--- config.mk ---
export PLATFORM = sky130hd
export DESIGN_NAME = dda_traversal
export DESIGN_NICKNAME = d
export VERILOG_FILES = /design/src/rtl/raycast_pkg.sv /design/src/rtl/dda_traversal.sv
export SDC_FILE = /design/constraint.sdc
export NUM_CORES = 1
export LEC_CHECK = 0
export ABC_AREA = 1
export BUFFER_PORTS_ARGS = -buffer_cell sky130_fd_sc_hd__buf_4
export CAP_MARGIN = 15
export CORE_MARGIN = 1.5
export CORE_UTILIZATION = 54
export DETAILED_ROUTE_END_ITERATION = 12
export GPL_ROUTABILITY_DRIVEN = 0
export PLACE_DENSITY = 0.86
export SETUP_SLACK_MARGIN = 0.02
export SLEW_MARGIN = 30
export SYNTH_ARGS = -nofsm -noshare
export SYNTH_HDL_FRONTEND = slang
export SYNTH_SLANG_ARGS = --single-unit
--- constraint.sdc ---
create_clock -name pixel_clk_in -period 5.1 [get_ports pixel_clk_in]
set_input_delay 0.255 -clock pixel_clk_in [delete_from_list [all_inputs] [get_ports pixel_clk_in]]
set_output_delay 0.255 -clock pixel_clk_in [all_outputs]
set_load 0.01 [all_outputs]
--- src/rtl/raycast_pkg.sv ---
// Shared types and helpers for the raycaster DDA datapath.
package raycast_pkg;

  typedef logic [15:0] q8_8_t;

  typedef enum logic [2:0] {
    S_IDLE,
    S_STEP,
    S_WAIT,
    S_CHECK,
    S_OUTPUT
  } dda_state_t;

  // Distances pin at the largest Q8.8 value instead of wrapping.
  function automatic q8_8_t sat_add_q88(input q8_8_t a, input q8_8_t b);
    logic [16:0] sum;
    sum = {1'b0, a} + {1'b0, b};
    return sum[16] ? 16'hFFFF : sum[15:0];
  endfunction

endpackage

--- src/rtl/dda_traversal.sv ---
// DDA grid walker: takes one ray from setup, steps through the map BRAM until a wall,
// the map border or the step limit is reached, then holds the result for the renderer.
module dda_traversal
  import raycast_pkg::*;
#(
  parameter int MAP_W       = 24,
  parameter int MAP_H       = 24,
  parameter int WALL_W      = 4,
  parameter int MAP_RD_LAT  = 2,
  parameter int MAX_STEPS   = 64,
  parameter int BORDER_TYPE = 1
) (
  input  logic                             pixel_clk_in,
  input  logic                             rst_in,
  input  logic                             valid_ray_in,
  output logic                             dda_data_ready_out,
  input  logic [8:0]                       hcount_in,
  input  logic [15:0]                      posX,
  input  logic [15:0]                      posY,
  input  logic                             stepX,
  input  logic                             stepY,
  input  logic [15:0]                      sideDistX,
  input  logic [15:0]                      sideDistY,
  input  logic [15:0]                      deltaDistX,
  input  logic [15:0]                      deltaDistY,
  output logic [$clog2(MAP_W*MAP_H)-1:0]   map_addr_out,
  input  logic [WALL_W-1:0]                map_data_in,
  input  logic                             out_ready_in,
  output logic                             valid_out,
  output logic [8:0]                       hcount_out,
  output logic [15:0]                      wall_dist_out,
  output logic                             side_out,
  output logic [WALL_W-1:0]                wall_type_out
);

  localparam int ADDR_W = $clog2(MAP_W*MAP_H);
  localparam int CNT_W  = $clog2(MAX_STEPS+1);
  localparam int WAIT_W = $clog2(MAP_RD_LAT+1);

  dda_state_t r_state, w_nextState;

  logic              r_armed;
  logic [8:0]        r_hcount;
  logic              r_stepX, r_stepY;
  q8_8_t             r_sideDistX, r_sideDistY, r_deltaDistX, r_deltaDistY;
  logic [7:0]        r_mapX, r_mapY;
  logic              r_side;
  logic [CNT_W-1:0]  r_stepCnt;
  logic [WAIT_W-1:0] r_waitCnt;
  logic [ADDR_W-1:0] r_mapAddr;
  logic [8:0]        r_hcountOut;
  q8_8_t             r_wallDist;
  logic              r_sideOut;
  logic [WALL_W-1:0] r_wallType;

  logic              w_accept, w_stepOnX, w_oob, w_hit, w_limit, w_waitDone;
  logic [7:0]        w_nextMapX, w_nextMapY;
  logic [15:0]       w_addrFull;
  logic              w_unusedBits;

  assign w_accept   = valid_ray_in && dda_data_ready_out;
  assign w_stepOnX  = r_sideDistX < r_sideDistY;
  assign w_nextMapX = w_stepOnX ? (r_stepX ? r_mapX + 8'd1 : r_mapX - 8'd1) : r_mapX;
  assign w_nextMapY = w_stepOnX ? r_mapY : (r_stepY ? r_mapY + 8'd1 : r_mapY - 8'd1);
  assign w_addrFull = {8'd0, w_nextMapY} * 16'(MAP_W) + {8'd0, w_nextMapX};
  assign w_oob      = (r_mapX >= 8'(MAP_W)) || (r_mapY >= 8'(MAP_H));
  assign w_hit      = w_oob || (map_data_in != '0);
  assign w_limit    = r_stepCnt == CNT_W'(MAX_STEPS);
  assign w_waitDone = r_waitCnt == WAIT_W'(MAP_RD_LAT-1);
  assign w_unusedBits = ^{posX[7:0], posY[7:0], w_addrFull[15:ADDR_W]};

  always_ff @(posedge pixel_clk_in or negedge rst_in) begin
    if (!rst_in) begin
      r_state <= S_IDLE;
      r_armed <= 1'b0;
    end else begin
      r_state <= w_nextState;
      r_armed <= 1'b1;
    end
  end

  always_comb begin
    w_nextState = r_state;
    unique case (r_state)
      S_IDLE:   if (w_accept) w_nextState = S_STEP;
      S_STEP:   w_nextState = S_WAIT;
      S_WAIT:   if (w_waitDone) w_nextState = S_CHECK;
      S_CHECK:  w_nextState = (w_hit || w_limit) ? S_OUTPUT : S_STEP;
      S_OUTPUT: if (out_ready_in) w_nextState = S_IDLE;
      default:  w_nextState = S_IDLE;
    endcase
  end

  always_comb begin
    dda_data_ready_out = r_armed && (r_state == S_IDLE);
    valid_out          = r_state == S_OUTPUT;
    map_addr_out       = r_mapAddr;
    hcount_out         = r_hcountOut;
    wall_dist_out      = r_wallDist;
    side_out           = r_sideOut;
    wall_type_out      = r_wallType;
  end

  // The result registers are only written on the way into OUTPUT, so they stay stable under backpressure.
  always_ff @(posedge pixel_clk_in or negedge rst_in) begin
    if (!rst_in) begin
      r_hcount     <= '0;
      r_stepX      <= 1'b0;
      r_stepY      <= 1'b0;
      r_sideDistX  <= '0;
      r_sideDistY  <= '0;
      r_deltaDistX <= '0;
      r_deltaDistY <= '0;
      r_mapX       <= '0;
      r_mapY       <= '0;
      r_side       <= 1'b0;
      r_stepCnt    <= '0;
      r_waitCnt    <= '0;
      r_mapAddr    <= '0;
      r_hcountOut  <= '0;
      r_wallDist   <= '0;
      r_sideOut    <= 1'b0;
      r_wallType   <= '0;
    end else begin
      unique case (r_state)
        S_IDLE: if (w_accept) begin
          r_hcount     <= hcount_in;
          r_stepX      <= stepX;
          r_stepY      <= stepY;
          r_sideDistX  <= sideDistX;
          r_sideDistY  <= sideDistY;
          r_deltaDistX <= deltaDistX;
          r_deltaDistY <= deltaDistY;
          r_mapX       <= posX[15:8];
          r_mapY       <= posY[15:8];
          r_stepCnt    <= '0;
        end
        S_STEP: begin
          if (w_stepOnX) r_sideDistX <= sat_add_q88(r_sideDistX, r_deltaDistX);
          else           r_sideDistY <= sat_add_q88(r_sideDistY, r_deltaDistY);
          r_side    <= !w_stepOnX;
          r_mapX    <= w_nextMapX;
          r_mapY    <= w_nextMapY;
          r_stepCnt <= r_stepCnt + CNT_W'(1);
          r_mapAddr <= w_addrFull[ADDR_W-1:0];
          r_waitCnt <= '0;
        end
        S_WAIT: r_waitCnt <= r_waitCnt + WAIT_W'(1);
        S_CHECK: if (w_hit) begin
          r_hcountOut <= r_hcount;
          r_wallDist  <= r_side ? r_sideDistY - r_deltaDistY : r_sideDistX - r_deltaDistX;
          r_sideOut   <= r_side;
          r_wallType  <= w_oob ? WALL_W'(BORDER_TYPE) : map_data_in;
        end else if (w_limit) begin
          r_hcountOut <= r_hcount;
          r_wallDist  <= 16'hFFFF;
          r_sideOut   <= r_side;
          r_wallType  <= '0;
        end
        default: ;
      endcase
    end
  end

endmodule

==> metrics.txt, run 1 <==
Nets=1724; Die Area=20300 sq um; CTS tree=built; DR iter-0 viols=971; htree depth=4; Slew headroom=37.7%; Crit Path Class=flip-flop to flip-flop; status=finished, final reports clean; largest net degree at the start of global routing=104; mapped cell area=10500 sq um; Crit. End Element=flip-flop; All-Layer GR Usage=28.9%; Area Overhead vs Synth=17.3%; Highest Clock Rate=240 MHz; share of the synthesized area in the top cell type=34.5%; Die Wd=143 microns; R2R depth=20; Yosys cell types=60; sequential element share of the synthesized area=34.5%; Synth Register Bits=145; vias in the first global route=9495; initial antenna violation count=0; Clock Tree Buf Depth=2; Critical Path Start Type=flip-flop; clk root buf=clkbuf_16; Util after Layout=65.3%; first-pass GRT wire length=46100 microns; IO Pins=157; Slew @ Worst Pin=0.931 ns; Post-synth top flop=dfrtp_1; top post-synthesis cells by area=dfrtp_1 35%, ha_1 12%, nand2_1 12%; CP required=5.43 ns; most area-hungry cell type in the Yosys netlist=dfrtp_1; DRC=0; Setup Fix Bufs, Post-CTS=0; MaxCap Viol Count=0; asr flop ratio synth=100%; ratio of cells with drive above 1 in the final layout=13.9%; first-pass iteration count of the detailed router=5; FP Rows=50; TritonCTS Sinks=145; cell count after synthesis=1391; gr ovfl total=0; Resized Gates After CTS=0; port bufs=140; worst hold stages=3; Period minus WS final=4.17 ns; HPWL after DPL=20700 microns; RSZ-0062 raised after global routing=no; # setup viols final=0; clock latency on the worst-skew pair=0.44 ns; routed len/inst=16.1 microns; Arr. time, crit path=4.51 ns; period utilization=81.8%; fin. max-slew vios=0; final worst slack=0.927 ns; total CTS buffers=17; DR vias/cell=5.62; pre-CTS WS=0.994 ns; Starting Density=55.6%; skew final=0.0172 ns; diode count=0; Setup TNS Final=0 ns; syn_area_per_cell=7.56 sq um; crit path max fanout=16; Syn Nets=1615; CORE AREA=18900 sq um; Post-synth EDFFs=0; WHS=0.0137 ns; Vias=9956; antenna-violating nets left=0; Hold Path Class=primary input to flip-flop; CTS hold repair buffers=1; Reg clk slew, reported paths=0.07 ns; DRT Wirelength=28600 microns; synthesis warning total=0; Hold Vio Cnt, Final=0; Die H=143 microns
[through the flow]
step,instances,instance area (sq um)
6_report,1773,12300
5_1_grt,1773,12300
4_1_cts,1773,12300
3_5_place_dp,1740,11700
3_3_place_gp,1740,11700
2_1_floorplan,1391,10500
[metal layers]
layer	GRT usage, %	wire [microns]	vias up
met3	5.52	2100	81
met2	46.1	13100	455
met1	38.6	12400	4610
met5	0	0	-
li1	-	-	4810
met4	12.2	953	0
[registers in the layout, summed over array words and instances (netlist names), 2 cells and up]
name / cells
r_deltaDistX: 16
r_deltaDistY: 16
r_sideDistX: 16
r_sideDistY: 16
wall_dist_out: 16
map_addr_out: 10
hcount_out: 9
r_hcount: 9
r_mapX: 8
r_mapY: 8
r_stepCnt: 7
wall_type_out: 4
r_state: 3
r_waitCnt: 2
[final timing paths]
check                           slack (ns)                         from                            to
min in group asynchronous             0.49                       rst_in  r_deltaDistX[11]$_DFFE_PN0P_
max in group asynchronous             3.51                       rst_in   r_deltaDistX[0]$_DFFE_PN0P_
worst min-delay path                  0.01               deltaDistY[15]  r_deltaDistY[15]$_DFFE_PN0P_
worst max-delay path                  0.93  r_sideDistY[13]$_DFFE_PN0P_   map_addr_out[9]$_DFFE_PN0P_
worst max register to register        0.93  r_sideDistY[13]$_DFFE_PN0P_   map_addr_out[9]$_DFFE_PN0P_
worst min register to register        0.48  map_addr_out[1]$_DFFE_PN0P_   map_addr_out[1]$_DFFE_PN0P_
[cell usage in the layout, fill, tap and decap left out, drive strengths merged, types with 3 or more instances in the layout]
cell type | Yosys | routed
nand2 | 342 | 342
inv | 183 | 187
o21ai | 169 | 169
dfrtp | 145 | 145
buf | 23 | 144
ha | 102 | 102
a21oi | 94 | 94
nor2 | 70 | 70
nand3 | 54 | 54
xor2 | 34 | 34
a31oi | 25 | 25
clkbuf | 33 | 20
o211ai | 12 | 12
nor3 | 10 | 10
or2 | 9 | 9
xnor2 | 7 | 7
a211oi | 7 | 7
fa | 7 | 7
nand4 | 6 | 6
a21o | 6 | 6
o221ai | 6 | 6
o22ai | 6 | 6
o21a | 5 | 5
o31ai | 5 | 5
nand3b | 4 | 4
o21bai | 4 | 4
bufinv | 0 | 4
a21boi | 4 | 4
o311ai | 3 | 3
clkinv | 0 | 3
nor4 | 3 | 3
[cells by family (layout without fill, tap and decap cells)]
kind of cell | Yosys count | after routing | share of synthesized area (%)
compound gates | 356 | 356 | 19.8
xor+xnor | 41 | 41 | 3.42
fa+ha+maj | 109 | 109 | 13.5
buf+inv | 239 | 361 | 9.06
flops | 145 | 145 | 34.5
mux | 1 | 1 | 0.0952
other cells | 1 | 1 | 0.0357
simple gates | 499 | 499 | 19.6
[layout make-up]
type	instances	area, sq um
Tap cell	260	325
Sequential cell	145	3630
Clock inverter	13	199
Timing Repair Buffer	146	1100
Fill cell	1611	6560
Inverter	183	687
Clock buffer	19	453
Multi-Input combinational cell	1007	5930
[critical path: stages, from the launching register on]
cell and delay [ns]:
dfrtp_1 0.40, inv_1 0.09, ha_1 0.29, nand2_1 0.09
nor4_2 0.41, nand2_2 0.21, nand2_4 0.21, inv_1 0.22
o21ai_0 0.38, ha_1 0.33, xor2_1 0.19, ha_1 0.34
nand2_1 0.08, nor2_1 0.04, a211oi_1 0.27, nor2_1 0.09
nor2_1 0.12, nand3b_1 0.12, nand2_1 0.05, nand3_1 0.07
nand2_1 0.06
[cells in the mapped netlist (4+ instances only)]
master    count
a21oi_1      91
inv_1       180
buf_2        16
or2_2         7
xor2_1       34
clkbuf_1     32
o21a_1        5
a31oi_1      24
o31ai_1       5
fa_1          7
o21ai_2       5
a21o_1        6
xnor2_1       7
o22ai_1       6
o21bai_1      4
nand3_1      53
nand3b_1      4
nand4_1       6
o21ai_0     149
o211ai_1     12
o21ai_1      14
a211oi_1      7
nor3_1       10
nand2_1     338
ha_1        102
nor2_1       68
o221ai_1      6
dfrtp_1     145
Power of run 1 is left out: the tool's default activity adds up to more than one toggle a clock period on the data nets, which glitch-free logic cannot reach.
==> run 2, diff against run 1 <==
- ABC_AREA: 1 -> 0
- clock period: 5.1 -> 4.1 ns (I/O delays scaled with it)
==> run 2 against run 1 <==
Utilization up 3.1 points. Synthesized cell count down 14%. Critical endpoint unchanged. Non-clock buffer count up 70. Fmax up 6.9%.
==> metrics.txt, run 2 <==
asr flop ratio synth=100%; fin. max-slew vios=0; HPWL after DPL=20500 microns; RR Startpoint=r_sideDistY[7]$_DFFE_PN0P_; syn_area_per_cell=8.66 sq um; DR iter-0 viols=731; Synth Area in XOR/XNOR=5.33%; sequential element share of the synthesized area=35.0%; Hold Path Class=primary input to flip-flop; Die H=142 microns; CORE AREA=18800 sq um; commonest non-fill, non-tap cells in the layout=173 x buf_4, 162 x nand2_1, 144 x dfrtp_1; All-Layer GR Usage=29.8%; Vias=9710; most common cell after layout, fill and taps aside=buf_4; Synth Area in Simple Gates=16.2%; Post-synth EDFFs=0; share of the synthesized area in the top cell type=35.0%; CP required=4.41 ns; Die Area=20000 sq um; Hold Vio Cnt, Final=0; Slew @ Worst Pin=0.996 ns; Placed Area=11700 sq um; antenna-violating nets left=0; status=finished, final reports clean; top-count cell post-synth=nand2_1; cell count after synthesis=1196; crit path max fanout=9; Commonest cells post-synth=162 x nand2_1, 145 x dfrtp_1, 102 x ha_1; top post-synthesis cells by area=dfrtp_1 35%, ha_1 12%, nand2_1 5.9%; clk root buf=clkbuf_16; largest family of logic cells by synthesized area=compound AO/OA/AOI/OAI gates; Synth Area in Adders=13.7%; Nets=1599; r2r setup slk=0.20 ns; total CTS buffers=17; Util after Layout=68.3%; Reg clk slew, reported paths=0.06 ns; Area Overhead vs Synth=23.8%; initial antenna violation count=1; # setup viols final=0; skew final=0.0113 ns; first-pass iteration count of the detailed router=5; period utilization=95.2%; mapped cell area=10400 sq um; Starting Density=55.2%; DRT Wirelength=29800 microns; Clock Tree Buf Depth=2; first-pass GRT wire length=46900 microns; port bufs=140; DRC=0; FP Rows=50; Highest Clock Rate=256 MHz; Synth Register Bits=145; diode count=0; Period minus WS final=3.90 ns; Slew headroom=33.6%; R2R depth=19; MaxCap Viol Count=0; routed len/inst=18.4 microns; Post-synth top flop=dfrtp_1; Worst setup endpoint=map_addr_out[9]$_DFFE_PN0P_; Fillers=1390; Final Cell Area=12800 sq um; ratio of cells with drive above 1 in the final layout=18.4%; Yosys cell types=80; Compound-Gate Fraction of Synth Area=20.9%; Die Wd=142 microns; clock latency on the worst-skew pair=0.43 ns; multiplexer share of the synthesized area=3.21%; IO Pins=157; CTS tree=built; Crit Path Class=flip-flop to flip-flop; Syn Nets=1420; htree depth=4; gr ovfl total=0; Arr. time, crit path=4.22 ns; Critical Path Start=r_sideDistY[7]$_DFFE_PN0P_; Crit. End Element=flip-flop; RR Endpoint=map_addr_out[9]$_DFFE_PN0P_; placed cells=1544; TritonCTS Sinks=145; largest net degree at the start of global routing=90; most area-hungry cell type in the Yosys netlist=dfrtp_1; DR vias/cell=5.99; final std cells w/o fill=1622; synthesis warning total=0; vias in the first global route=9566; Critical Path Start Type=flip-flop
run 2: cell types whose count changed in the layout (fill, tap and decap cells not counted), moves of 14 or more:
cell           previous run  this run
buf_4                   144       173
nand2_1                 338       162
nor2b_1                   0        14
or3_1                     0        14
dlygate4sd3_1             1        40
xnor2_1                   7        46
nor3_1                   10        28
xor2_1                   34        16
nand3_1                  53        20
a21oi_1                  91        61
inv_1                   178        92
mux2i_1                   1        15
o21ai_0                 149        84
o21ai_1                  14        35
run 2: stage by stage:
step | hold slack, ns | TNS, ns | setup WS (ns)
floorplan | -0.0906 | 0 | 0.361
global placement | 0.339 | 0 | 0.230
detailed placement | 0.338 | 0 | 0.162
CTS | 0.00105 | 0 | 0.115
global route | 0.0123 | -0.0216 | -0.0216
finish | 0.00761 | 0 | 0.197
run 2: area by class of cell:
class                      count  area, sq um  share of cell area, %
timing repair buffer         216         1760                   13.7
clock inverter                12          109                  0.849
tap                          234          293                   2.28
sequential                   145         3630                   28.3
clock buffer                  20          457                   3.56
multi-input combinational    901         6230                   48.6
inverter                      94          353                   2.75
run 2: repair_timing:
action	CTS	global route
endpoints found under the hold margin	125	1
gates resized for setup	0	12
hold buffers	39	1
buffers inserted	0	5
endpoints found under the setup margin	0	3
run 2: how the worst min path moves through the flow:
stage / startpoint / endpoint / slack, ns / cells past startpoint
after detailed placement: rst_in / r_deltaDistY[9]$_DFFE_PN0P_ / 0.34 / 1
after global routing: deltaDistY[1] / r_deltaDistY[1]$_DFFE_PN0P_ / 0.01 / 3
after floorplan: rst_in / hcount_out[0]$_DFFE_PN0P_ / -0.09 / 0
after CTS: posX[13] / r_mapX[5]$_DFFE_PN0P_ / 0.001 / 3
after global placement: rst_in / r_sideDistY[8]$_DFFE_PN0P_ / 0.34 / 1
final: deltaDistX[2] / r_deltaDistX[2]$_DFFE_PN0P_ / 0.008 / 3
run 2: routing by layer:
layer	GRT usage, %	vias up	part of all wire [%]
met2	50.0	417	48
met1	37.2	4674	41
met3	6.65	79	7.3
met4	12.2	2	3.2
met5	0	-	0.037
li1	-	4538	-
run 2: cells by family (layout without fill, tap and decap cells):
logic type | Yosys count | after routing
mux | 31 | 31
flops | 145 | 145
fa+ha+maj | 109 | 109
xor+xnor | 63 | 63
compound gates | 332 | 332
buf+inv | 150 | 342
other cells | 1 | 1
simple gates | 365 | 365
run 2: critical path: stages (launching register included):
cell and delay, ns:
dfrtp_1 0.40, inv_1 0.10, ha_1 0.33, a21oi_1 0.16, o21ai_0 0.11, a221o_1 0.38, o221ai_4 0.21, buf_12 0.17
buf_4 0.17, nand2_1 0.06, o21ai_1 0.13, ha_1 0.32, a31oi_1 0.18, mux2i_1 0.12, xor2_1 0.16, ha_1 0.34
a21oi_2 0.07, a41oi_2 0.16, xnor2_1 0.14, o21ai_1 0.07
Power of run 2 is left out for the same reason.
